==> src/rtl/tlb_unit.sv <==
// Fully associative TLB: two registered search ports, a read port, tlbwr/tlbfill writes and an invtlb sweep FSM.
// Build option: define TLB_FILL_LFSR_EN to take the tlbfill index from an LFSR instead of a counter.
package tlb_unit_pkg;
    typedef struct packed {
        logic [19:0] ppn;
        logic [1:0]  plv;
        logic [1:0]  mat;
        logic        d;
        logic        v;
    } phytran_item_t;
endpackage

module tlb_unit
    import tlb_unit_pkg::*;
#(
    parameter int TLBNUMSIZE = 4
) (
    input  logic                  clk,
    input  logic                  reset,
    input  logic [18:0]           s0_vppn,
    input  logic                  s0_va_bit12,
    input  logic [9:0]            s0_asid,
    output logic                  s0_found,
    output logic [TLBNUMSIZE-1:0] s0_index,
    output logic [5:0]            s0_ps,
    output phytran_item_t         s0_phytran,
    input  logic                  s1e,
    input  logic [18:0]           s1_vppn,
    input  logic                  s1_va_bit12,
    input  logic [9:0]            s1_asid,
    output logic [TLBNUMSIZE-1:0] s1_index,
    output logic                  s1_ne,
    output logic [5:0]            s1_ps,
    output phytran_item_t         s1_phytran,
    input  logic                  rd_req,
    input  logic [TLBNUMSIZE-1:0] r_index,
    output logic                  re,
    output logic [5:0]            r_ps,
    output logic [9:0]            r_asid,
    output logic                  r_ne,
    output logic                  r_g,
    output logic [18:0]           r_vppn,
    output phytran_item_t         r_phytran0,
    output phytran_item_t         r_phytran1,
    input  logic                  we,
    input  logic                  fill,
    input  logic [TLBNUMSIZE-1:0] w_index,
    input  logic [5:0]            w_ps,
    input  logic                  w_ne,
    input  logic [9:0]            w_asid,
    input  logic [18:0]           w_vppn,
    input  logic                  w_g,
    input  phytran_item_t         w_phytran0,
    input  phytran_item_t         w_phytran1,
    input  logic                  inv_req,
    input  logic [4:0]            inv_op,
    input  logic [9:0]            f_asid,
    input  logic [18:0]           f_va,
    output logic                  inv_busy
);

    localparam int N = 2 ** TLBNUMSIZE;

    typedef enum logic {IDLE, SWEEP} inv_state_t;

    typedef struct packed {
        logic                  found;
        logic [TLBNUMSIZE-1:0] idx;
        logic [5:0]            ps;
        phytran_item_t         pt;
    } lookup_t;

    logic [N-1:0]  ent_e;
    logic [N-1:0]  ent_g;
    logic [9:0]    ent_asid [N];
    logic [18:0]   ent_vppn [N];
    logic [5:0]    ent_ps   [N];
    phytran_item_t ent_p0   [N];
    phytran_item_t ent_p1   [N];

    // Page sizes other than 4 KiB / 2 MiB are stored but never translate.
    function automatic logic vppn_hit(input logic [5:0] ps, input logic [18:0] ent_va,
                                      input logic [18:0] va);
        if (ps == 6'd12)
            return ent_va == va;
        else if (ps == 6'd21)
            return ent_va[18:9] == va[18:9];
        else
            return 1'b0;
    endfunction

    // Scan from the top so the lowest matching index is the one left standing.
    function automatic lookup_t lookup(input logic [18:0] va, input logic va_bit12,
                                       input logic [9:0] asid);
        lookup_t r;
        logic    odd;
        r   = '0;
        odd = 1'b0;
        for (int i = N - 1; i >= 0; i--) begin
            if (ent_e[i] && (ent_g[i] || ent_asid[i] == asid) &&
                vppn_hit(ent_ps[i], ent_vppn[i], va)) begin
                odd     = (ent_ps[i] == 6'd12) ? va_bit12 : va[8];
                r.found = 1'b1;
                r.idx   = TLBNUMSIZE'(i);
                r.ps    = ent_ps[i];
                r.pt    = odd ? ent_p1[i] : ent_p0[i];
            end
        end
        return r;
    endfunction

    lookup_t s0_lkp;
    lookup_t s1_lkp;

    always_comb begin
        s0_lkp = lookup(s0_vppn, s0_va_bit12, s0_asid);
        s1_lkp = lookup(s1_vppn, s1_va_bit12, s1_asid);
    end

    // ---- search stage p1 ----
    logic                  s0_found_p1;
    logic [TLBNUMSIZE-1:0] s0_index_p1;
    logic [5:0]            s0_ps_p1;
    phytran_item_t         s0_pt_p1;
    logic                  s1_ne_p1;
    logic [TLBNUMSIZE-1:0] s1_index_p1;
    logic [5:0]            s1_ps_p1;
    phytran_item_t         s1_pt_p1;

    always_ff @(posedge clk or posedge reset) begin
        if (reset) begin
            s0_found_p1 <= 1'b0;
            s0_index_p1 <= '0;
            s0_ps_p1    <= '0;
            s0_pt_p1    <= '0;
            s1_ne_p1    <= 1'b0;
            s1_index_p1 <= '0;
            s1_ps_p1    <= '0;
            s1_pt_p1    <= '0;
        end else begin
            s0_found_p1 <= s0_lkp.found;
            s0_index_p1 <= s0_lkp.idx;
            s0_ps_p1    <= s0_lkp.ps;
            s0_pt_p1    <= s0_lkp.pt;
            if (s1e) begin
                s1_ne_p1    <= ~s1_lkp.found;
                s1_index_p1 <= s1_lkp.idx;
                s1_ps_p1    <= s1_lkp.ps;
                s1_pt_p1    <= s1_lkp.pt;
            end
        end
    end

    assign s0_found   = s0_found_p1;
    assign s0_index   = s0_index_p1;
    assign s0_ps      = s0_ps_p1;
    assign s0_phytran = s0_pt_p1;
    assign s1_ne      = s1_ne_p1;
    assign s1_index   = s1_index_p1;
    assign s1_ps      = s1_ps_p1;
    assign s1_phytran = s1_pt_p1;

    // ---- read stage p1 ----
    logic          re_p1;
    logic          r_ne_p1;
    logic          r_g_p1;
    logic [5:0]    r_ps_p1;
    logic [9:0]    r_asid_p1;
    logic [18:0]   r_vppn_p1;
    phytran_item_t r_p0_p1;
    phytran_item_t r_p1_p1;

    always_ff @(posedge clk or posedge reset) begin
        if (reset) begin
            re_p1     <= 1'b0;
            r_ne_p1   <= 1'b0;
            r_g_p1    <= 1'b0;
            r_ps_p1   <= '0;
            r_asid_p1 <= '0;
            r_vppn_p1 <= '0;
            r_p0_p1   <= '0;
            r_p1_p1   <= '0;
        end else begin
            re_p1 <= rd_req;
            if (rd_req) begin
                r_ne_p1   <= ~ent_e[r_index];
                r_g_p1    <= ent_e[r_index] & ent_g[r_index];
                r_ps_p1   <= ent_e[r_index] ? ent_ps[r_index]   : '0;
                r_asid_p1 <= ent_e[r_index] ? ent_asid[r_index] : '0;
                r_vppn_p1 <= ent_e[r_index] ? ent_vppn[r_index] : '0;
                r_p0_p1   <= ent_e[r_index] ? ent_p0[r_index]   : '0;
                r_p1_p1   <= ent_e[r_index] ? ent_p1[r_index]   : '0;
            end
        end
    end

    assign re         = re_p1;
    assign r_ne       = r_ne_p1;
    assign r_g        = r_g_p1;
    assign r_ps       = r_ps_p1;
    assign r_asid     = r_asid_p1;
    assign r_vppn     = r_vppn_p1;
    assign r_phytran0 = r_p0_p1;
    assign r_phytran1 = r_p1_p1;

    // invtlb sweep control
    inv_state_t            state;
    inv_state_t            state_n;
    logic                  inv_accept;
    logic [TLBNUMSIZE-1:0] inv_ptr;
    logic [2:0]            op_q;
    logic [9:0]            f_asid_q;
    logic [18:0]           f_va_q;
    logic                  inv_hit;

    always_comb begin
        state_n    = state;
        inv_accept = 1'b0;
        case (state)
            IDLE: begin
                if (inv_req && inv_op <= 5'd6) begin
                    inv_accept = 1'b1;
                    state_n    = SWEEP;
                end
            end
            SWEEP: begin
                if (&inv_ptr)
                    state_n = IDLE;
            end
            default: state_n = IDLE;
        endcase
    end

    always_ff @(posedge clk or posedge reset) begin
        if (reset) begin
            state   <= IDLE;
            inv_ptr <= '0;
        end else begin
            state <= state_n;
            if (inv_accept)
                inv_ptr <= '0;
            else if (state == SWEEP)
                inv_ptr <= inv_ptr + TLBNUMSIZE'(1);
        end
    end

    always_ff @(posedge clk) begin
        if (inv_accept) begin
            op_q     <= inv_op[2:0];
            f_asid_q <= f_asid;
            f_va_q   <= f_va;
        end
    end

    assign inv_busy = (state == SWEEP);

    always_comb begin
        logic asid_eq;
        logic va_eq;
        asid_eq = (ent_asid[inv_ptr] == f_asid_q);
        va_eq   = vppn_hit(ent_ps[inv_ptr], ent_vppn[inv_ptr], f_va_q);
        inv_hit = 1'b0;
        case (op_q)
            3'd0, 3'd1: inv_hit = 1'b1;
            3'd2:       inv_hit = ent_g[inv_ptr];
            3'd3:       inv_hit = ~ent_g[inv_ptr];
            3'd4:       inv_hit = ~ent_g[inv_ptr] & asid_eq;
            3'd5:       inv_hit = ~ent_g[inv_ptr] & asid_eq & va_eq;
            3'd6:       inv_hit = (ent_g[inv_ptr] | asid_eq) & va_eq;
            default:    inv_hit = 1'b0;
        endcase
    end

    // Writes are only taken outside a sweep; tlbwr beats tlbfill for the port.
    logic                  idle;
    logic                  wr_en;
    logic                  fill_take;
    logic [TLBNUMSIZE-1:0] fill_idx;
    logic [TLBNUMSIZE-1:0] wr_idx;

    assign idle      = (state == IDLE);
    assign wr_en     = idle & (we | fill);
    assign fill_take = idle & fill & ~we;
    assign wr_idx    = we ? w_index : fill_idx;

    always_ff @(posedge clk or posedge reset) begin
        if (reset)
            ent_e <= '0;
        else if (wr_en)
            ent_e[wr_idx] <= ~w_ne;
        else if (state == SWEEP && inv_hit)
            ent_e[inv_ptr] <= 1'b0;
    end

    always_ff @(posedge clk) begin
        if (wr_en) begin
            ent_g[wr_idx]    <= w_g;
            ent_asid[wr_idx] <= w_asid;
            ent_vppn[wr_idx] <= w_vppn;
            ent_ps[wr_idx]   <= w_ps;
            ent_p0[wr_idx]   <= w_phytran0;
            ent_p1[wr_idx]   <= w_phytran1;
        end
    end

`ifdef TLB_FILL_LFSR_EN
    // Galois feedback masks (polynomial minus the x^n term) for maximal-length sequences.
    function automatic logic [31:0] lfsr_taps(input int w);
        case (w)
            2:       return 32'h3;
            3:       return 32'h5;
            4:       return 32'h9;
            5:       return 32'h9;
            6:       return 32'h21;
            7:       return 32'h41;
            8:       return 32'h71;
            default: return 32'h9;
        endcase
    endfunction

    localparam logic [31:0]           LFSR_TAPS_FULL = lfsr_taps(TLBNUMSIZE);
    localparam logic [TLBNUMSIZE-1:0] LFSR_TAPS      = LFSR_TAPS_FULL[TLBNUMSIZE-1:0];

    always_ff @(posedge clk or posedge reset) begin
        if (reset)
            fill_idx <= TLBNUMSIZE'(1);
        else if (fill_take)
            fill_idx <= {fill_idx[TLBNUMSIZE-2:0], 1'b0} ^
                        (fill_idx[TLBNUMSIZE-1] ? LFSR_TAPS : '0);
    end
`else
    always_ff @(posedge clk or posedge reset) begin
        if (reset)
            fill_idx <= '0;
        else if (fill_take)
            fill_idx <= fill_idx + TLBNUMSIZE'(1);
    end
`endif

endmodule

==> config.mk <==
export PLATFORM = sky130hd
export DESIGN_NAME = tlb_unit
export DESIGN_NICKNAME = d
export VERILOG_FILES = /design/src/rtl/tlb_unit.sv
export SDC_FILE = /design/constraint.sdc
export NUM_CORES = 2
export LEC_CHECK = 0
export BUFFER_PORTS_ARGS = -buffer_cell sky130_fd_sc_hd__buf_2
export CAP_MARGIN = 25
export CELL_PAD_IN_SITES_DETAIL_PLACEMENT = 0
export CELL_PAD_IN_SITES_GLOBAL_PLACEMENT = 1
export CORE_MARGIN = 2
export CORE_UTILIZATION = 45
export CTS_CLUSTER_DIAMETER = 200
export DETAILED_ROUTE_END_ITERATION = 8
export PLACE_DENSITY_LB_ADDON = 0.3
export SLEW_MARGIN = 20
export SYNTH_ARGS = -nofsm -noshare
export SYNTH_HDL_FRONTEND = slang
export SYNTH_SLANG_ARGS = --single-unit
==> constraint.sdc <==
create_clock -name clk -period 16.4 [get_ports clk]
set_input_delay 1.64 -clock clk [delete_from_list [all_inputs] [get_ports clk]]
set_output_delay 1.64 -clock clk [all_outputs]
set_load 0.01 [all_outputs]
==> key figures <==
STA
  – Peak Freq: 0.163 GHz
  – Fin. max-slew vios: 0
  – Slew at the pin with the worst max-slew slack: approximately 1300 ps
  – Relative max-transition margin: 0.135
  – Clock Skew: between 70 and 80 ps
  – Tmin final: 6140 ps
  – Setup TNS: 0 ps
  – Final Cycle Share: 0.374
  – Unrepaired setup endpoints after global routing: false
  – Final Hold Viols: 0
  – Final setup viols: 0

Clocking
  – Post-CTS Setup Inserts: 0
  – Root Buffer: clkbuf_16
  – Clk slew on worst S/H paths: 60 ps
  – Worst skew pair latency: 890 ps
  – Hold Buf Count CTS: 0
  – CTS buffer count: 180
  – TritonCTS Sinks: 1629
  – CTS tree: done
  – Clk buf depth: 3
  – Post_cts resized: 0
  – CTS H-tree depth: 4

Pwr
  – NetSw: about 3.6 mW
  – Comb power frac: 0.214
  – Switching share of power: 0.308
  – Clock Power Share: 0.358
  – Leak pwr: approximately 37 nW
  – Pwr/cell area: 110 mW/mm^2
  – Design internal power: 8.08 mW
  – Seq pwr share: 0.428
  – Peak supply drop: 132 uV

Placed design
  – Final HPWL from detailed placement: 268 mm
  – Placed cell areas: 0.0996 sq mm
  – Port Buffers: 362
  – RD Place Congestion: 1.00

Floorplan
  – Die Span X: 462 microns
  – Die area: 0.213 sq mm
  – I/O pin cnt: 363
  – Core Rows: 168
  – Die extent in y: 462 microns
  – Initial Utilization: 0.451
  – Core area: 0.209 sq mm

Worst setup path
  – Worst-path fanout max: 37
  – Worst Setup End Kind: register
  – Most frequent CP cell: buf_4
  – Slowest CP cell: buf_4
  – Worst path max stage delay: roughly 660 ps
  – Data arrival time of the critical path: about 7000 ps
  – Required @ worst endpoint: 17130 ps
  – WS Path Type: input port to register
  – Critical path launch point type: input port
  – Cell Chain, Critical Path: buf_2 -> buf_4 -> xor2_1 -> nor4_1 -> a31oi_4 -> buf_4 -> nor3_4 -> buf_4 -> nand3b_1 -> buf_4 -> o221ai_1 -> a311o_1 -> a221o_1

Cells and area
  – Share of cells above drive strength 1: 0.243
  – Area delta synth->final: 12.1%
  – Non-Filler Cell Area, Final: 0.106 sq mm
  – Fin nets: around 7300

Drt
  – Remaining antenna violation count: 0
  – Drt pass-1 iters: 8
  – Vias post-DR: 72300
  – Routed WL: 425 mm
  – Top layer reached by signal wires: met5
  – Starting DRT DRC Count: roughly 12000
  – Wire per inst: 42.0 microns
  – DRC: 1
  – Routed wl met3: 64.0 mm
  – Routed met1 length: 156 mm
  – Vias per cell: 7.15
  – Detail Route met2 WL: 178 mm

Synthesis
  – Mapped Cells: ~6900
  – Top cell type's share of synthesized area: 0.458
  – Synthesized area: 0.0943 sq mm
  – Ys async rst share: 0.116
  – Synth Register Bits: 1629
  – Register area share after synthesis: 0.509
  – Top post-synthesis cells by area: edfxtp_1 (46%), mux4_2 (14%), mux2i_1 (6.3%)
  – Netlist cell types: 79
  – Syn Area/Cell: 13.6 sq um
  – Post-synth EDFFs: around 1400
  – Post-synth top area cell: edfxtp_1
  – Yosys warnings: 0
  – Post-synth top flop: edfxtp_1

GRT
  – Total track usage: 0.391
  – Global-route wire length before repair: 571 mm
  – Total congestion overflow: 0
  – Largest net degree at the start of global routing: 96
  – Vias in the first global route: 68900
  – Antenna violations before repair: 44

Run status
  – Status: finished, violations left
  – Failing checks: DRC

Hold path
  – Hold WC Path Type: register to register

Flow run
  – Max-cap viol count: 0
state kept, by name (all words and copies together) (netlist names), 10 cells and up:
signal and flops:
ent_vppn 304, s0_phytran 26, f_asid_q 10, r_vppn 19
r_asid 10, ent_asid 160, ent_p1 416, r_phytran1 26
s1_phytran 26, f_va_q 19, ent_ps 96, r_phytran0 26
ent_p0 416, ent_e 16, ent_g 16
power by group through the flow:
| stage | Clock (mW) | Sequential, mW | Combinational, mW |
|---|---|---|---|
| after floorplan | 0 | 4.97 | 1.52 |
| after global placement | 0 | 5.06 | 2.40 |
| after detailed placement | 0 | 5.07 | 2.42 |
| after CTS | 4.20 | 4.98 | 2.43 |
| after global routing | 4.36 | 5.01 | 2.57 |
| final | 4.18 | 4.99 | 2.50 |
cell usage after synthesis (all sizes together), types with 155 or more instances:
cell    count
buf       195
clkbuf    351
inv       155
xnor2     467
nand2     457
mux4      577
dfrtp     189
o21ai     182
edfxtp   1440
nand3     212
mux2      224
mux2i     591
xor2      501
nor4      163
cell type report:
type / instances / area, sq um
Timing Repair Buffer: 547 / 3380
Tap cell: 2805 / 3510
Antenna cell: 27 / 67.6
Sequential cell: 1629 / 48000
Clock buffer: 231 / 4820
Multi-Input combinational cell: 4612 / 44200
Clock inverter: 105 / 1180
Inverter: 155 / 639
Fill cell: 17800 / 103000
layer usage:
layer  global-route usage  up-vias
met5              0.00520        -
met4                0.206       52
met3                0.153     1454
met2                0.554     6291
met1                0.517    36800
li1                     -    27700
path summary, 6_finish.rpt:
| path | start | end | slack [ps] | cells after the start |
|---|---|---|---|---|
| max | s0_vppn[8] | s0_phytran[6]$_DFF_PP0_ | 10260 | 13 |
| min | s1_ps[2]$_DFFE_PP0P_ | s1_ps[2]$_DFFE_PP0P_ | 480 | 1 |
| max reg2reg | ent_ps[5][1]$_DFFE_PP_ | s0_index[0]$_DFF_PP0_ | 10390 | 13 |
| min reg2reg | s1_ps[2]$_DFFE_PP0P_ | s1_ps[2]$_DFFE_PP0P_ | 480 | 1 |
| max in group asynchronous | reset | r_vppn[0]$_DFFE_PP0P_ | 13340 | 4 |
| min in group asynchronous | reset | s0_phytran[2]$_DFF_PP0_ | 810 | 2 |
logic make-up (layout without fill, tap and decap cells):
| kind of cell | count (synthesis) | in the layout | synth area share |
|---|---|---|---|
| other cells | 1 | 29 | 0.0000398 |
| xor+xnor | 968 | 968 | 0.0899 |
| mux | 1392 | 1392 | 0.227 |
| compound gates | 944 | 944 | 0.0738 |
| buf+inv | 701 | 1038 | 0.0306 |
| fa+ha+maj | 5 | 5 | 0.000663 |
| flops | 1629 | 1629 | 0.509 |
| simple gates | 1301 | 1301 | 0.0692 |
per-stage QoR:
stage	hold WS, ps	setup WS, ps	utilization	total power, mW	std cells
after detailed placement	467	9720	0.476	7.48	9741
final	481	10260	0.506	11.7	10100
after floorplan	479	9620	-	6.50	6942
after global routing	514	10380	0.506	11.9	10100
after CTS	481	10630	0.505	11.6	10100
after global placement	478	9770	0.476	7.46	9733
worst max-delay path, delay by kind of cell:
kind	cells	cell delay (ps)
XOR/XNOR	1	140
AO/OA/AOI/OAI	4	1040
AND/OR/NAND/NOR	3	1500
buffers and inverters	5	2300
layout by cell type (no fill, tap or decap), drive strengths merged, types with 29 or more instances in the layout:
cell    Yosys  routed
o221ai    108     108
edfxtp   1440    1440
dfrtp     189     189
o22ai      29      29
clkbuf    351     233
a221o      82      82
nand2b     36      36
mux2      224     224
inv       155     169
o21ai     182     182
a21oi     115     115
o211ai     38      38
clkinv      0      57
a221oi     52      52
a31oi     127     127
nor2      117     117
xnor2     467     467
nand2     457     457
mux2i     591     591
buf       195     545
nor4      163     163
nor3       71      71
nand4      90      90
mux4      577     577
xor2      501     501
nand3     212     212
a41oi      34      34
nor3b      45      45
nor2b      45      45
(Power assumes the default switching activity.)
